===== config.mk =====
export PLATFORM = sky130hd
export DESIGN_NAME = event_trailer_gen
export DESIGN_NICKNAME = d
export VERILOG_FILES = /design/src/rtl/event_trailer_gen.sv
export SDC_FILE = /design/constraint.sdc
export NUM_CORES = 1
export LEC_CHECK = 0
export BUFFER_PORTS_ARGS = -buffer_cell sky130_fd_sc_hd__buf_2
export CELL_PAD_IN_SITES_DETAIL_PLACEMENT = 2
export CELL_PAD_IN_SITES_GLOBAL_PLACEMENT = 2
export CORE_MARGIN = 3
export CORE_UTILIZATION = 35
export CTS_BUF_LIST = sky130_fd_sc_hd__clkbuf_8
export DETAILED_ROUTE_END_ITERATION = 7
export PLACE_DENSITY = 0.84
export SYNTH_ARGS = -nofsm -noshare
export SYNTH_HDL_FRONTEND = slang
export SYNTH_SLANG_ARGS = --single-unit

===== constraint.sdc =====
create_clock -name clock -period 1.8 [get_ports clock]
set_input_delay 0.18 -clock clock [delete_from_list [all_inputs] [get_ports clock]]
set_output_delay 0.18 -clock clock [all_outputs]
set_load 0.01 [all_outputs]

===== src/rtl/event_trailer_gen.sv =====
`default_nettype none
// +----------------------------------------------------------------------------+
// | Module      : event_trailer_gen                                            |
// | Description : Registered pass-through for 23-bit readout words that        |
// |               appends one parity/count/overflow trailer after each event.  |
// | Revision    : 1.0 - initial release                                        |
// +----------------------------------------------------------------------------+
module event_trailer_gen #(
  parameter int CNT_W = 16
) (
  input  logic        clock,
  input  logic        reset_n,
  input  logic [22:0] in_data,
  input  logic        in_valid,
  input  logic        in_eoe,
  output logic        in_ready,
  output logic [22:0] out_data,
  output logic        out_valid,
  output logic        out_last,
  input  logic        out_ready,
  output logic [15:0] event_count
);

  typedef enum logic [0:0] {
    S_DATA    = 1'b0,
    S_TRAILER = 1'b1
  } state_t;

  localparam logic [CNT_W-1:0] CNT_MAX = '1;

  state_t           state_q, state_d;
  logic [22:0]      out_data_q, out_data_d;
  logic             out_valid_q, out_valid_d;
  logic             out_last_q, out_last_d;
  logic [15:0]      event_count_q, event_count_d;
  logic             acc_q, acc_d;
  logic [CNT_W-1:0] cnt_q, cnt_d;
  logic             ovf_q, ovf_d;

  logic slot_free;
  logic in_xfer;

  always_comb begin
    slot_free     = ~out_valid_q | out_ready;
    in_ready      = (state_q == S_DATA) & slot_free;
    in_xfer       = in_valid & in_ready;

    state_d       = state_q;
    out_data_d    = out_data_q;
    out_valid_d   = out_valid_q;
    out_last_d    = out_last_q;
    event_count_d = event_count_q;
    acc_d         = acc_q;
    cnt_d         = cnt_q;
    ovf_d         = ovf_q;

    case (state_q)
      S_DATA: begin
        if (in_xfer) begin
          out_data_d  = in_data;
          out_valid_d = 1'b1;
          out_last_d  = 1'b0;
          acc_d       = acc_q ^ (^in_data);
          // Saturate rather than wrap so the trailer never under-reports.
          if (cnt_q != CNT_MAX) begin
            cnt_d = cnt_q + CNT_W'(1);
          end else begin
            ovf_d = 1'b1;
          end
          if (in_eoe) begin
            state_d = S_TRAILER;
          end
        end else if (slot_free) begin
          out_valid_d = 1'b0;
        end
      end
      S_TRAILER: begin
        if (slot_free) begin
          out_data_d    = {acc_q, ovf_q, 21'(cnt_q)};
          out_valid_d   = 1'b1;
          out_last_d    = 1'b1;
          acc_d         = 1'b0;
          cnt_d         = '0;
          ovf_d         = 1'b0;
          event_count_d = event_count_q + 16'd1;
          state_d       = S_DATA;
        end
      end
      default: begin
        state_d = S_DATA;
      end
    endcase
  end

  always_ff @(posedge clock or negedge reset_n) begin
    if (!reset_n) begin
      state_q       <= S_DATA;
      out_data_q    <= '0;
      out_valid_q   <= 1'b0;
      out_last_q    <= 1'b0;
      event_count_q <= '0;
      acc_q         <= 1'b0;
      cnt_q         <= '0;
      ovf_q         <= 1'b0;
    end else begin
      state_q       <= state_d;
      out_data_q    <= out_data_d;
      out_valid_q   <= out_valid_d;
      out_last_q    <= out_last_d;
      event_count_q <= event_count_d;
      acc_q         <= acc_d;
      cnt_q         <= cnt_d;
      ovf_q         <= ovf_d;
    end
  end

  assign out_data    = out_data_q;
  assign out_valid   = out_valid_q;
  assign out_last    = out_last_q;
  assign event_count = event_count_q;

endmodule
`default_nettype wire


==> results summary <==
The root buffer cell chosen for the clock tree is clkbuf_8. In the final layout, the share of cells above drive strength 1 is 35.12%. The startpoint identified for the worst register-to-register timing path is cnt_q[15]$_DFFE_PN0P_. The final critical-path share of the clock period came out at between 90% and 100%.

The post-synthesis cell area is between 2000 and 3000 um^2. Detailed placement ended at an HPWL of 6.713 mm. The power density of the placed cells is 1052 nW/um^2.

TritonCTS built the clock tree. The instance count along the most critical hold path came out at 3. The Yosys step of the flow raised 0 warnings. The net count of the mapped netlist came out at 305.

The count of pins on the block boundary came out at 70. The minimum period implied by the final worst setup slack is 1767 ps. In this run the most used layer during global routing was met2. The site row count is 32. The area fraction in compound gates after synthesis is about 9%. The path class of the tightest hold or removal check is in2reg. Clock tree synthesis found a total of 60 sinks. At the pin with the least slew margin, the transition time is 442.8 ps. The area used by multi-input combinational logic came out at 1429 um^2.

For this configuration, the core starts out at a cell density of 37.04%. The synthesized area per cell is 10.73 um^2. The maximum number of pins on one net before global-route repair is 42. The area of the placeable core is 7968 um^2. STA classifies the critical path endpoint as a flip-flop.

In this run the number of H-tree levels came out at 3. The source-to-sink clock delay at the later pin of the worst-skew pair is between 300 and 400 ps. The final layout contains 399 nets. The buffer levels on the longest clock path is 2.

The part of the Yosys area used for sequential elements came out at 50.87%. The fmax is 566.1 MHz. Cell internal power was estimated by the tool at 2692 uW. STA classifies the critical path startpoint as a flip-flop. The die span in x came out at 97.83 um. The final weighted congestion in routability-driven placement came out at 0.8239.

The leakage power of the design came out at 0.001814 uW. In the post-synthesis netlist, the biggest area contributors are dfrtp_1 (51%), xnor2_1 (8.6%), mux2i_1 (6.4%), xor2_1 (5.0%), nand2_1 (3.9%). The switching power is around 1300 uW. The iteration-0 DRC count of the detailed router is 70.

The maximum clock skew at final layout came out at 8.769 ps. The synthesized netlist devotes 0.8478% of its cell area to adder and majority cells. The part of the total power dissipated in sequential elements came out at 43.6%.

Before antenna repair, the detailed router went through 4 iterations. Setup slack on the worst reg-to-reg path comes out at ~33 ps. The xor-xnor portion of the synthesized cell area is 14.96%.

For the worst setup path, the data required time is 2020 ps. The die is 97.83 um tall. Summing all flip-flop and latch instances after layout gives 1506 um^2. In the global route stage, overall resource usage came out at around a fifth. The routed layout has about 2500 vias. The average vias per placed instance came out at approximately 5.2. The number of global-route vias before repair came out at 2784. The first global-routing pass estimated 15.03 mm of wire.

The max-slew violation total from the final report came to 0. The setup TNS is 0 ps. The instance count of the mapped netlist is 275.

The fraction of power consumed by combinational cells came out at between 20% and 30%. The area fraction of the dominant cell type after synthesis came out at 50.87%. The clock network burns a little under a third of the power. The run finished with clean final reports. Compared with the post-synthesis result, the final layout area differs by 29.29%. The setup violation total in the final timing report came out at 0.

The number of clock buffers added by TritonCTS is 9. The filler cells instantiated in the layout total 873. The type of the worst setup path is reg2reg. The register clock-pin slew on the reported worst setup and hold paths is 70 ps.

The met2 track demand over resource in global routing is between 30% and 40%. The synthesized design contains 60 register bits. The count of nets left with antenna violations after detail routing came out at 0. The number of max-capacitance violations reported is 0. Global routing consumed, on the met1 layer, 25.17% of the routing resources. In this run the tool buffered the top-level ports with 69 buffer cells. In this run the critical register-to-register path is captured at cnt_q[13]$_DFFE_PN0P_. In the final routed layout, each cell accounts on average for 19.93 um. The final routed DRC violation total is 0. The worst min-delay path endpoint is state_q$_DFF_PN0_. By area, the combinational part of the netlist is dominated by simple AND/OR/NAND/NOR gates.

The post-route core utilization came out at 47.90%. The portion of netlist area occupied by mux cells came out at 6.825%. The cell type with the highest aggregate area in the netlist is dfrtp_1. The number of antenna diodes is 0. The largest voltage drop on the vdd net came out at 0.4323 mV. The synthesized netlist devotes around 15% of its cell area to simple gates. Yosys mapped the design onto 39 distinct sky130hd cell types. The final-report hold violation count was 0.

After layout, the design draws a total of 4016 uW. The startpoint identified for the worst hold timing path is in_eoe. The overall die area came out at 9571 um^2.

Global routing finished with a remaining overflow of 0. The worst-case reg-to-reg path depth came out at 7. Headroom to the max-slew limit came out at 70.48%. The number of antenna violations at the first check in global routing came out at 0. The wire length after detailed routing is 9.465 mm. The largest driver fanout on the critical path is 7. At the worst endpoint, the arrival time is 1990 ps. Global routing consumed, on the met3 layer, approximately 5.4% of the routing resources. The proportion of total power due to net switching came out at 32.96%.
==> Yosys cell counts (all sizes together) <==
cell / count
a211oi: 3
a21o: 1
a21oi: 3
a22o: 5
a32o: 1
and2: 1
and2b: 1
and3: 8
and4: 1
buf: 6
clkbuf: 4
dfrtp: 60
ha: 2
inv: 5
mux2: 1
mux2i: 19
nand2: 32
nand2b: 1
nand3: 13
nand4: 7
nor2: 21
nor3: 3
o21a: 1
o21ai: 24
o31ai: 1
or3: 3
xnor2: 30
xnor3: 1
xor2: 17
==> through the flow <==
step,area [um^2],setup slack [ps],hold slack (ps),std cells
floorplan,2952,154.1,-115.6,275
global placement,3506,57.90,5.640,451
detailed placement,3506,-63.63,12.03,451
CTS,3732,3.755,40.38,469
global route,3816,-100.3,87.51,475
finish,3816,33.45,62.57,475
==> area by class of cell <==
| class | count | area share [%] |
|---|---|---|
| sequential | 60 | 39.48 |
| inverter | 5 | 0.4918 |
| clock inverter | 5 | 1.377 |
| multi-input combinational | 200 | 37.44 |
| timing repair buffer | 93 | 14.26 |
| tap | 102 | 3.344 |
| clock buffer | 10 | 3.607 |
==> registers in the layout, indices dropped and copies added (netlist names) <==
name / flops
state_q: 1
acc_q: 1
out_valid: 1
cnt_q: 16
ovf_q: 1
event_count: 16
out_data: 23
out_last: 1
==> power groups by stage <==
stage	combinational, uW	sequential, uW	clock, uW
finish	1040	1750	1220
global route	1140	1790	1320
CTS	1040	1730	1240
detailed placement	1020	1750	0
global placement	949	1730	0
floorplan	473	1810	0
==> critical path, stage by stage, from the launching register on <==
cell      delay, ps
dfrtp_1         420
nand4_1         200
a211oi_4        380
a211oi_4        100
buf_6           150
nand2_1         100
xor2_1          210
nor2_1           80
==> worst max-delay path by stage <==
stage | from | end | cells after the start
after CTS | out_valid$_DFFE_PN0P_ | event_count[14]$_DFFE_PN0P_ | 6
after global routing | cnt_q[15]$_DFFE_PN0P_ | cnt_q[4]$_DFFE_PN0P_ | 6
after floorplan | cnt_q[0]$_DFFE_PN0P_ | cnt_q[15]$_DFFE_PN0P_ | 7
after global placement | state_q$_DFF_PN0_ | event_count[15]$_DFFE_PN0P_ | 6
after detailed placement | state_q$_DFF_PN0_ | event_count[14]$_DFFE_PN0P_ | 6
final | cnt_q[15]$_DFFE_PN0P_ | cnt_q[13]$_DFFE_PN0P_ | 7
==> per-layer routing <==
metal	wire (um)	up-vias
met1	4315	1242
met5	0	-
met2	4669	78
li1	-	1126
met3	428	4
met4	52	0
==> timing repair <==
action,4_1_cts,5_1_grt
hold buffers,1,0
setup endpoints to repair,10,17
resized for setup,4,10
endpoints found under the hold margin,60,0
setup buffers,2,6
pin swaps,3,6
==> logic make-up after synthesis <==
group	Yosys count
AOI/OAI and AO/OA	39
DFF	60
adders and majority gates	2
and+or+nand+nor	91
buffers and inverters	15
muxes	20
xor gates and xnor gates	48
==> placed cells by master (no fill, tap or decap), types with 2 or more instances in the layout <==
| cell | count |
|---|---|
| dfrtp_2 | 4 |
| dfrtp_1 | 56 |
| a22o_1 | 5 |
| nor3_2 | 2 |
| o21ai_0 | 21 |
| clkbuf_8 | 10 |
| nand4_1 | 7 |
| mux2i_1 | 19 |
| and3_1 | 4 |
| a21oi_1 | 3 |
| a211oi_4 | 2 |
| xnor2_1 | 29 |
| buf_2 | 69 |
| clkinv_2 | 3 |
| nor2_1 | 20 |
| buf_4 | 21 |
| and3_4 | 3 |
| nand2_1 | 31 |
| xor2_1 | 17 |
| or3_1 | 3 |
| nand3_1 | 11 |
| o21ai_1 | 2 |
| inv_1 | 4 |
(Power assumes the default switching activity.)
